File: src/rtl/demux1to8_dist.sv
// 1-to-8 registered distributor: routes one valid/ready word per cycle to an addressed or round-robin lane.
// Optional build macro DEMUX_STATS_EN adds acc_cnt (accepted words, wrapping) and stall_cnt (stalled cycles, saturating).
//
// Per-lane state table
//   state | meaning
//   EMPTY | lane holds no pending word; out_data keeps its last value
//   FULL  | lane holds a word waiting for its consumer's out_ready
module demux1to8_dist #(
   parameter int DW    = 3,
   parameter int NLANE = 8
) (
   input  logic                  clk,
   input  logic                  rst_n,
   input  logic [DW-1:0]         in_data,
   input  logic [2:0]            in_sel,
   input  logic                  mode_rr,
   input  logic                  in_valid,
   output logic                  in_ready,
   output logic [NLANE*DW-1:0]   out_data,
   output logic [NLANE-1:0]      out_valid,
   input  logic [NLANE-1:0]      out_ready,
   output logic [2:0]            last_lane
`ifdef DEMUX_STATS_EN
   ,
   output logic [7:0]            acc_cnt,
   output logic [7:0]            stall_cnt
`endif
);

   typedef enum logic {EMPTY = 1'b0, FULL = 1'b1} lane_st_t;

   lane_st_t          st_q [NLANE];
   lane_st_t          st_d [NLANE];
   logic [NLANE-1:0]  load;
   logic [2:0]        rr_ptr;
   logic [2:0]        tgt;
   logic              accept;

   assign tgt      = mode_rr ? rr_ptr : in_sel;
   // Pass-through: a full lane being drained this cycle can take a new word.
   assign in_ready = ~out_valid[tgt] | out_ready[tgt];
   assign accept   = in_valid & in_ready;

   always_comb begin
      load      = '0;
      out_valid = '0;
      for (int k = 0; k < NLANE; k++) begin
         st_d[k]      = st_q[k];
         out_valid[k] = (st_q[k] == FULL);
         if (accept && (tgt == 3'(k))) begin
            st_d[k] = FULL;
            load[k] = 1'b1;
         end else if ((st_q[k] == FULL) && out_ready[k]) begin
            st_d[k] = EMPTY;
         end
      end
   end

   always_ff @(posedge clk or negedge rst_n) begin
      if (!rst_n) begin
         for (int k = 0; k < NLANE; k++) st_q[k] <= EMPTY;
         out_data  <= '0;
         last_lane <= '0;
         rr_ptr    <= '0;
      end else begin
         for (int k = 0; k < NLANE; k++) begin
            st_q[k] <= st_d[k];
            if (load[k]) out_data[k*DW +: DW] <= in_data;
         end
         if (accept) begin
            last_lane <= tgt;
            // Pointer only advances on RR accepts; held across addressed traffic.
            if (mode_rr) rr_ptr <= rr_ptr + 3'd1;
         end
      end
   end

`ifdef DEMUX_STATS_EN
   always_ff @(posedge clk or negedge rst_n) begin
      if (!rst_n) begin
         acc_cnt   <= '0;
         stall_cnt <= '0;
      end else begin
         if (accept) acc_cnt <= acc_cnt + 8'd1;
         if (in_valid && !in_ready && (stall_cnt != 8'hFF)) stall_cnt <= stall_cnt + 8'd1;
      end
   end
`endif

endmodule

File: config.mk
export PLATFORM = sky130hd
export DESIGN_NAME = demux1to8_dist
export DESIGN_NICKNAME = d
export VERILOG_FILES = /design/src/rtl/demux1to8_dist.sv
export SDC_FILE = /design/constraint.sdc
export NUM_CORES = 1
export LEC_CHECK = 0
export ABC_AREA = 1
export CORE_MARGIN = 2
export CORE_UTILIZATION = 48
export DETAILED_ROUTE_END_ITERATION = 16
export GPL_TIMING_DRIVEN = 0
export PLACE_DENSITY = 0.8
export SETUP_SLACK_MARGIN = 0.2
export SLEW_MARGIN = 25
export SYNTH_ARGS = -nofsm -noshare
export SYNTH_HDL_FRONTEND = slang
export SYNTH_SLANG_ARGS = --single-unit
File: constraint.sdc
create_clock -name clk -period 2.2 [get_ports clk]
set_input_delay 0.44 -clock clk [delete_from_list [all_inputs] [get_ports clk]]
set_output_delay 0.44 -clock clk [all_outputs]
set_load 0.01 [all_outputs]
# --- Word level (Yosys, flattened, before mapping) ---
# Index checks and enable logic that the tools add are counted.
totals:
  word_cells: 85
  ff_bits: 38
  inputBits: 18
  out_inout_bits: 36
op_classes:
  muxes: 29
  magnitude_cmp: 1
  n_reduce_logical: 26
  n_addsub: 1
  bitwise: 3
  eq_ne: 7
ops:
  columns: ["operator", "count"]
  rows:
  - ["$mux W1", 26]
  - ["$logic_and A1 B1 Y1", 16]
  - ["$reduce_bool A2 Y1", 8]
  - ["$eq A3 B3 Y1 const B", 4]
  - ["$bmux W1 S3", 2]
  - ["$eq A3 B2 Y1 const B", 2]
  - ["$lt A3 B4 Y1 const B", 1]
  - ["$add A3 B1 Y3 const B", 1]
  - ["$eq A3 B1 Y1 const B", 1]
  - ["$logic_not A3 Y1", 1]
  - ["$mux W3", 1]
  - ["$reduce_and A2 Y1", 1]
  - ["$and A1 B1 Y1", 1]
  - ["$not A1 Y1", 1]
  - ["$or A1 B1 Y1", 1]

# --- Logic depth before layout (Yosys ltp) ---
# Gate-level depths: netlist of the first run.
depth:
  depth_word: 8
  depth_mapped: 14
  depth_no_buf: 12

# --- Worst setup path before layout of the first run ---
# OpenSTA, ideal clock, no wires.
synth_path:
  kind: "input -> output"
  startpoint: "input mode_rr"
  endpoint: "output in_ready"
  stages: 11
  n_path_buf: 1
  path_slack_ns: 0.398
  required_time_ns: 1.760
  arrival_time_ns: 1.362
  cell_sequence: "buf_6 > inv_6 > nand2_8 > nand2_8 > nand2_1 > nand2_1 > nand2_1 > nand2_1 > nand3_4 > nand2_4 > inv_1"
synth_via:
  elab_chain_cells: 5
  elab_cells_between_ends: 7
  cone_classes: "mux (5); bitwise (2)"
synth_rtl:
  columns: ["item", "line_no", "rtl"]
  rows:
  - ["start, declared", "16", "input logic mode_rr,"]
  - ["$mux W3 *", "39", "assign tgt = mode_rr ? rr_ptr : in_sel;"]
  - ["$bmux W1 S3", "41", "assign in_ready = ~out_valid[tgt] | out_ready[tgt];"]
  - ["$mux W1 (implied by the code)", "41", null]
  - ["$not A1 Y1", "41", null]
  - ["$or A1 B1 Y1 *", "41", null]
  - ["end, declared", "18", "output logic in_ready,"]
# Mark *: on every way between the ends. The rest lies on a longest branch, timed or not. The select of a mux whose other input is x is not followed.

# --- Final worst setup path of the first run ---
layout_path:
  startpoint: "register rr_ptr[0]"
  endpoint: "output in_ready"
layout_via:
  elab_chain_cells: 5
  elab_cells_between_ends: 7
  cone_classes: "mux (5); bitwise (2)"
layout_rtl:
  columns: ["item", "line_no", "rtl"]
  rows:
  - ["start, declared", "35", "logic [2:0] rr_ptr;"]
  - ["start signal, assigned", "73", "if (mode_rr) rr_ptr <= rr_ptr + 3'd1;"]
  - ["$mux W3 *", "39", null]
  - ["$bmux W1 S3", "41", null]
  - ["$mux W1 (implied by the code)", "41", null]
  - ["$not A1 Y1", "41", null]
  - ["$or A1 B1 Y1 *", "41", null]
# Marked as above.

==> impl_results.md, run 1 <==
- Normalized max-slew margin: 0.685
- DP Cell Count: 339
- Layout cells sized above 1: 0.236
- Avg Inst Size Synth: 8.30 um2
- Placer Congestion: 0.813
- Antenna Nets Post-Route: 0
- Vias per inst: 5.30
- Fin crit share: 0.914
- Port bufs: 48
- CTS tree: yes
- Hold_buf cts: 0
- DR pass1 iterations: 4
- Worst clock skew: 0.0143 ns
- Critical path class: register to output port
- Worst setup SP type: register
- Netlist cell types: 22
- Pin count of the biggest net entering global routing: 26
- Io pins: 54
- Reg-to-reg setup timing slack: 0.33 ns
- Worst-Margin Slew: 0.472 ns
- Vias in the first global route: 1725
- Reg2Reg Depth: 12
- Worst VDD drop: 681 uV
- Pwr Total: 3.07 mW
- CTS Buffer Depth: 2
- Clk pin slew, worst setup/hold paths: 0.08 ns
- Latest clock arrival within the worst-skew pair: 0.30 ns
- Synth Net Count: 259
- Syn Std Cell Area: 1990 um2
- Leakage Power: 1.42 nW
- Area delta synth->final: 41.9%
- Hold Violations, Final: 0
- Die H: 68.4 um
- Most frequent cells in the layout: 78 x nand2_1, 43 x clkdlybuf4s50_1, 38 x dfrtp_1, 29 x nand3_1, 15 x inv_1
- Hold Crit Class: input pin to asynchronous set/reset pin
- Fin crit period: 2.01 ns
- CP required: 1.76 ns
- Most common library cell in the layout ignoring fill and taps: nand2_1
- Drc violations: 0
- Non-Filler Instances: 359
- Critical Path Sink: in_ready
- DP HPWL: 3.50 mm
- Crit path from: rr_ptr[0]$_DFFE_PN0P_
- Core box area: 4000 um2
- WL/cell: 15.2 um
- PwrDens: 1080 nW/um2
- Initial Util: 0.498
- Warnings, synthesis: 0
- Synth Instances: 240
- Reg2reg start: rr_ptr[0]$_DFFE_PN0P_
- Detailed Route WL: 5.46 mm
- Fill count: 328
- Via count: 1904
- Die Area: 4680 um2
- # rows: 23
- WHS: 0.0549 ns
- Global-route wire length before repair: 8.17 mm
- H-tree depth: 2
- Worst EP arrival: 1.57 ns
- Final slew viol count: 0
- Reg-to-reg endpoint: out_data[6]$_DFFE_PN0P_
- Die Wd: 68.4 um
- Drt first-iter violations: 135
- # nets final: 328
- Max Freq: 497 MHz
- Root Buffer: clkbuf_8
- Max Cap Violations: 0
- Maximum net fanout on the critical path: 6
- Setup crit end kind: output port
- Clk sinks: 38
- Remaining Overflow, GRT: 0
- Status: complete, no violations
- Tot GR Track Use: 0.240
- Initial antenna violation count: 0
- Seq/Total Area, Yosys: 0.477
- FF+latch count, synth: 38
- Final setup viols: 0
- RSZ-0062 raised after global routing: yes
- # diodes: 0
- CTS buffer count: 5
critical path, stage by stage (launching register included):
cell	delay, ns
dfrtp_1	0.42
nand2_4	0.12
nand2_8	0.13
nand2_4	0.05
nand2_2	0.07
nand2_2	0.05
nand2_2	0.09
nand3_4	0.10
nand2_4	0.09
inv_2	0.03
buf_6	0.11
logic make-up after synthesis:
kind of cell    share of synthesized area
xor+xnor                          0.00440
flops                               0.477
fa+ha+maj                         0.00628
simple gates                        0.418
compound gates                     0.0226
buf+inv                            0.0716
registers in the layout, summed over array words and instances (netlist names):
register   flops
last_lane      3
out_data      24
out_valid      8
rr_ptr         3
final cells by class:
class                   instances  area, um2  share of cell area
repair buffers                 61        593               0.210
inverters                      20       82.6              0.0292
multi-input cells             175       1000               0.354
plain buffers                   8       62.6              0.0221
flip-flops and latches         38        951               0.336
clock buffers                   7       76.3              0.0270
well taps                      50       62.6              0.0221
cell usage after synthesis (all sizes together):
master	count	area (um2)
ha	1	12.5
nand4	9	56.3
nand2	102	458
dfrtp	38	951
xor2	1	8.76
o21ai	9	45.0
nand3	38	235
buf	6	55.1
nor2	14	83.8
clkbuf	2	7.51
inv	20	80.1
worst min path at each step:
stage / from / slack (ns) / to / depth (start not counted)
floorplan: rst_n / 0.14 / last_lane[0]$_DFFE_PN0P_ / 0
global placement: out_data[18]$_DFFE_PN0P_ / 0.46 / out_data[18]$_DFFE_PN0P_ / 2
detailed placement: rst_n / 0.37 / out_data[4]$_DFFE_PN0P_ / 1
CTS: rst_n / 0.06 / out_data[4]$_DFFE_PN0P_ / 1
global route: rst_n / 0.08 / out_data[9]$_DFFE_PN0P_ / 1
finish: rst_n / 0.05 / out_data[9]$_DFFE_PN0P_ / 1
layer usage:
layer,vias to the layer above,share of wire,GRT usage
met4,0,0.018,0.0925
li1,905,-,-
met5,-,0,0
met1,909,0.44,0.338
met2,80,0.48,0.368
met3,10,0.065,0.0395
stage by stage:
| stage | setup slack, ns | cell area [um2] | TNS [ns] | util |
|---|---|---|---|---|
| after floorplan | 0.398 | 1990 | 0 | - |
| after global placement | -0.640 | 2540 | -10.00 | 0.634 |
| after detailed placement | -0.641 | 2560 | -4.24 | 0.640 |
| after CTS | 0.203 | 2690 | 0 | 0.673 |
| after global routing | 0.129 | 2830 | 0 | 0.707 |
| final | 0.188 | 2830 | 0 | 0.707 |
power by group:
group          switching (mW)  internal, mW
sequential              0.179         0.971
combinational           0.714         0.748
clock                   0.237         0.218
timing repair:
item | CTS | global route
setup buffers | 4 | 8
gates cloned | 1 | 0
endpoints found under the setup margin | 31 | 1
gates resized for setup | 14 | 26
pin swaps | 8 | 15
No activity file was read; power rests on OpenSTA's default activity.
==> run 2, diff against run 1 <==
==> constraint.sdc (replaced) <==
create_clock -name clk -period 2.2 [get_ports clk]
set_input_delay 0.44 -clock clk [delete_from_list [all_inputs] [get_ports clk]]
set_output_delay 0.44 -clock clk [all_outputs]
set_load 0.02 [all_outputs]
==> run 2 against run 1 <==
Sequential power about the same. Fmax down 0.97%. Cell count up 0.56%. Via count down 0.21%. Cell area up 0.27%. Setup slack worse by 0.020 ns. Highest routed layer unchanged. Register-to-register slack better by 0.03 ns. Clock power down 2%. Sequential cell count unchanged. Clock skew down 0.0060 ns. Critical endpoint unchanged. Wire length down 3.9%.
==> impl_results.md, run 2 (same netlist as run 1, synthesis figures left out) <==
- Detailed Route WL: 5.25 mm
- Via count: 1900
- CTS tree: yes
- Vias per inst: 5.26
- Register area: 951 um2
- # nets final: 330
- Die Wd: 68.4 um
- Global-route wire length before repair: 8.27 mm
- Final WS setup: 0.169 ns
- CTS buffer count: 5
- Hold_buf cts: 0
- Worst clock skew: 0.00835 ns
- H-tree depth: 2
- Maximum net fanout on the critical path: 6
- Max Freq: 492 MHz
- Worst setup SP type: register
- Drc violations: 0
- Layout cells sized above 1: 0.235
- Initial Util: 0.498
- Area occupied by multi-input gates: 996 um2
- GR met3 Demand/Resource: 0.0395
- Final Core Density: 0.709
- PwrDens: 1150 nW/um2
- Sw Share: 0.402
- Placer Congestion: 0.813
- Hold Violations, Final: 0
- Remaining Overflow, GRT: 0
- # diodes: 0
- CTS Buffer Depth: 2
- Latest clock arrival within the worst-skew pair: 0.29 ns
- Initial antenna violation count: 0
- M1 GR Usage: 0.341
- DP Area: 2560 um2
- Core box area: 4000 um2
- Most common library cell in the layout ignoring fill and taps: nand2_1
- Clk sinks: 38
- GR Util met2: 0.373
- Pin count of the biggest net entering global routing: 26
- Most frequent cells in the layout: 80 x nand2_1, 44 x clkdlybuf4s50_1, 38 x dfrtp_1, 29 x nand3_1, 15 x inv_1
- Worst EP arrival: 1.59 ns
- Critical path class: register to output port
- Top Usage Layer GRT: met2
- Final slew viol count: 0
- Leakage Power: 1.42 nW
- Clock power share: 0.137
- Max Cap Violations: 0
- Clk pin slew, worst setup/hold paths: 0.07 ns
- Finished Cell Area: 2840 um2
- Final setup viols: 0
- Tot GR Track Use: 0.243
- WL/cell: 14.5 um
- Antenna Nets Post-Route: 0
- Max reg flops: 24
- Reg-to-reg setup timing slack: 0.36 ns
- Pwr Total: 3.26 mW
- Place WS: -0.701 ns
- Normalized max-slew margin: 0.686
- Setup crit end kind: output port
- DR pass1 iterations: 4
- DP HPWL: 3.50 mm
- Worst-Margin Slew: 0.471 ns
- NetSw: 1.31 mW
- Drt first-iter violations: 95
- Hold Crit Class: input pin to asynchronous set/reset pin
- Root Buffer: clkbuf_8
- RSZ-0062 raised after global routing: yes
- Reg power frac: 0.352
- Pint: 1.95 mW
- # rows: 23
- Combinational power share: 0.511
- Area delta synth->final: 42.3%
- Fin crit period: 2.03 ns
- CP required: 1.76 ns
- Worst VDD drop: 724 uV
- Port bufs: 48
- Die H: 68.4 um
- Status: complete, no violations
- Vias in the first global route: 1749
- Die Area: 4680 um2
- Io pins: 54
- Top reg by flops: out_data
- Fin crit share: 0.923
- Fill count: 323
[run 2: cell types whose count changed in the layout (fill, tap and decap cells not counted)]
cell,previous run,this run
buf_4,12,14
nand2_2,12,10
nand2_1,78,80
dlymetal6s2s_1,1,0
clkdlybuf4s50_1,43,44
[run 2: layout make-up]
cell class | instances | area share
Buffer | 8 | 0.0221
Clock buffer | 7 | 0.0269
Inverter | 20 | 0.0291
Multi-Input combinational cell | 175 | 0.351
Sequential cell | 38 | 0.335
Tap cell | 50 | 0.0221
Timing Repair Buffer | 63 | 0.213
[run 2: worst paths after layout]
path / from / to / depth (start not counted)
max: rr_ptr[0]$_DFFE_PN0P_ / in_ready / 9
min: rst_n / out_data[10]$_DFFE_PN0P_ / 1
max reg2reg: rr_ptr[0]$_DFFE_PN0P_ / out_data[8]$_DFFE_PN0P_ / 12
min reg2reg: out_data[7]$_DFFE_PN0P_ / out_data[7]$_DFFE_PN0P_ / 2
max in group asynchronous: rst_n / out_valid[0]$_DFFE_PN0P_ / 2
min in group clk: mode_rr / rr_ptr[1]$_DFFE_PN0P_ / 3
[run 2: power groups by stage]
stage | Sequential (mW) | Combinational (mW) | Clock [mW]
final | 1.15 | 1.66 | 0.447
after global routing | 1.18 | 1.79 | 0.478
after CTS | 1.14 | 1.59 | 0.460
after detailed placement | 1.15 | 1.52 | 0
after global placement | 1.15 | 1.49 | 0
after floorplan | 1.45 | 0.543 | 0
[run 2: repair_timing]
item                                    in CTS  in global routing
cloned                                       1                  0
gates resized for setup                     21                 17
setup buffers                                6                  8
pin swaps                                   13                 13
endpoints found under the setup margin      31                  1
[run 2: layer usage]
layer / part of all wire / vias to the layer above
li1: - / 909
met5: 0 / -
met4: 0.017 / 0
met3: 0.079 / 11
met1: 0.44 / 893
met2: 0.47 / 87
[run 2: worst max-delay path, stage by stage (launching register included)]
cell and delay [ns]:
dfrtp_1 0.43, nand2_4 0.16, nand3_1 0.14, nand2_2 0.09, nand2_2 0.05, nand2_2 0.09
nand3_4 0.10, nand2_4 0.09, inv_2 0.03, buf_6 0.12
[run 2: per-stage QoR]
stage	hold slack [ns]	setup TNS [ns]	cells
after floorplan	0.144	0	240
after global placement	0.463	-10.06	338
after detailed placement	0.372	-4.30	339
after CTS	0.0637	0	353
after global routing	0.0841	0	361
final	0.0564	0	361
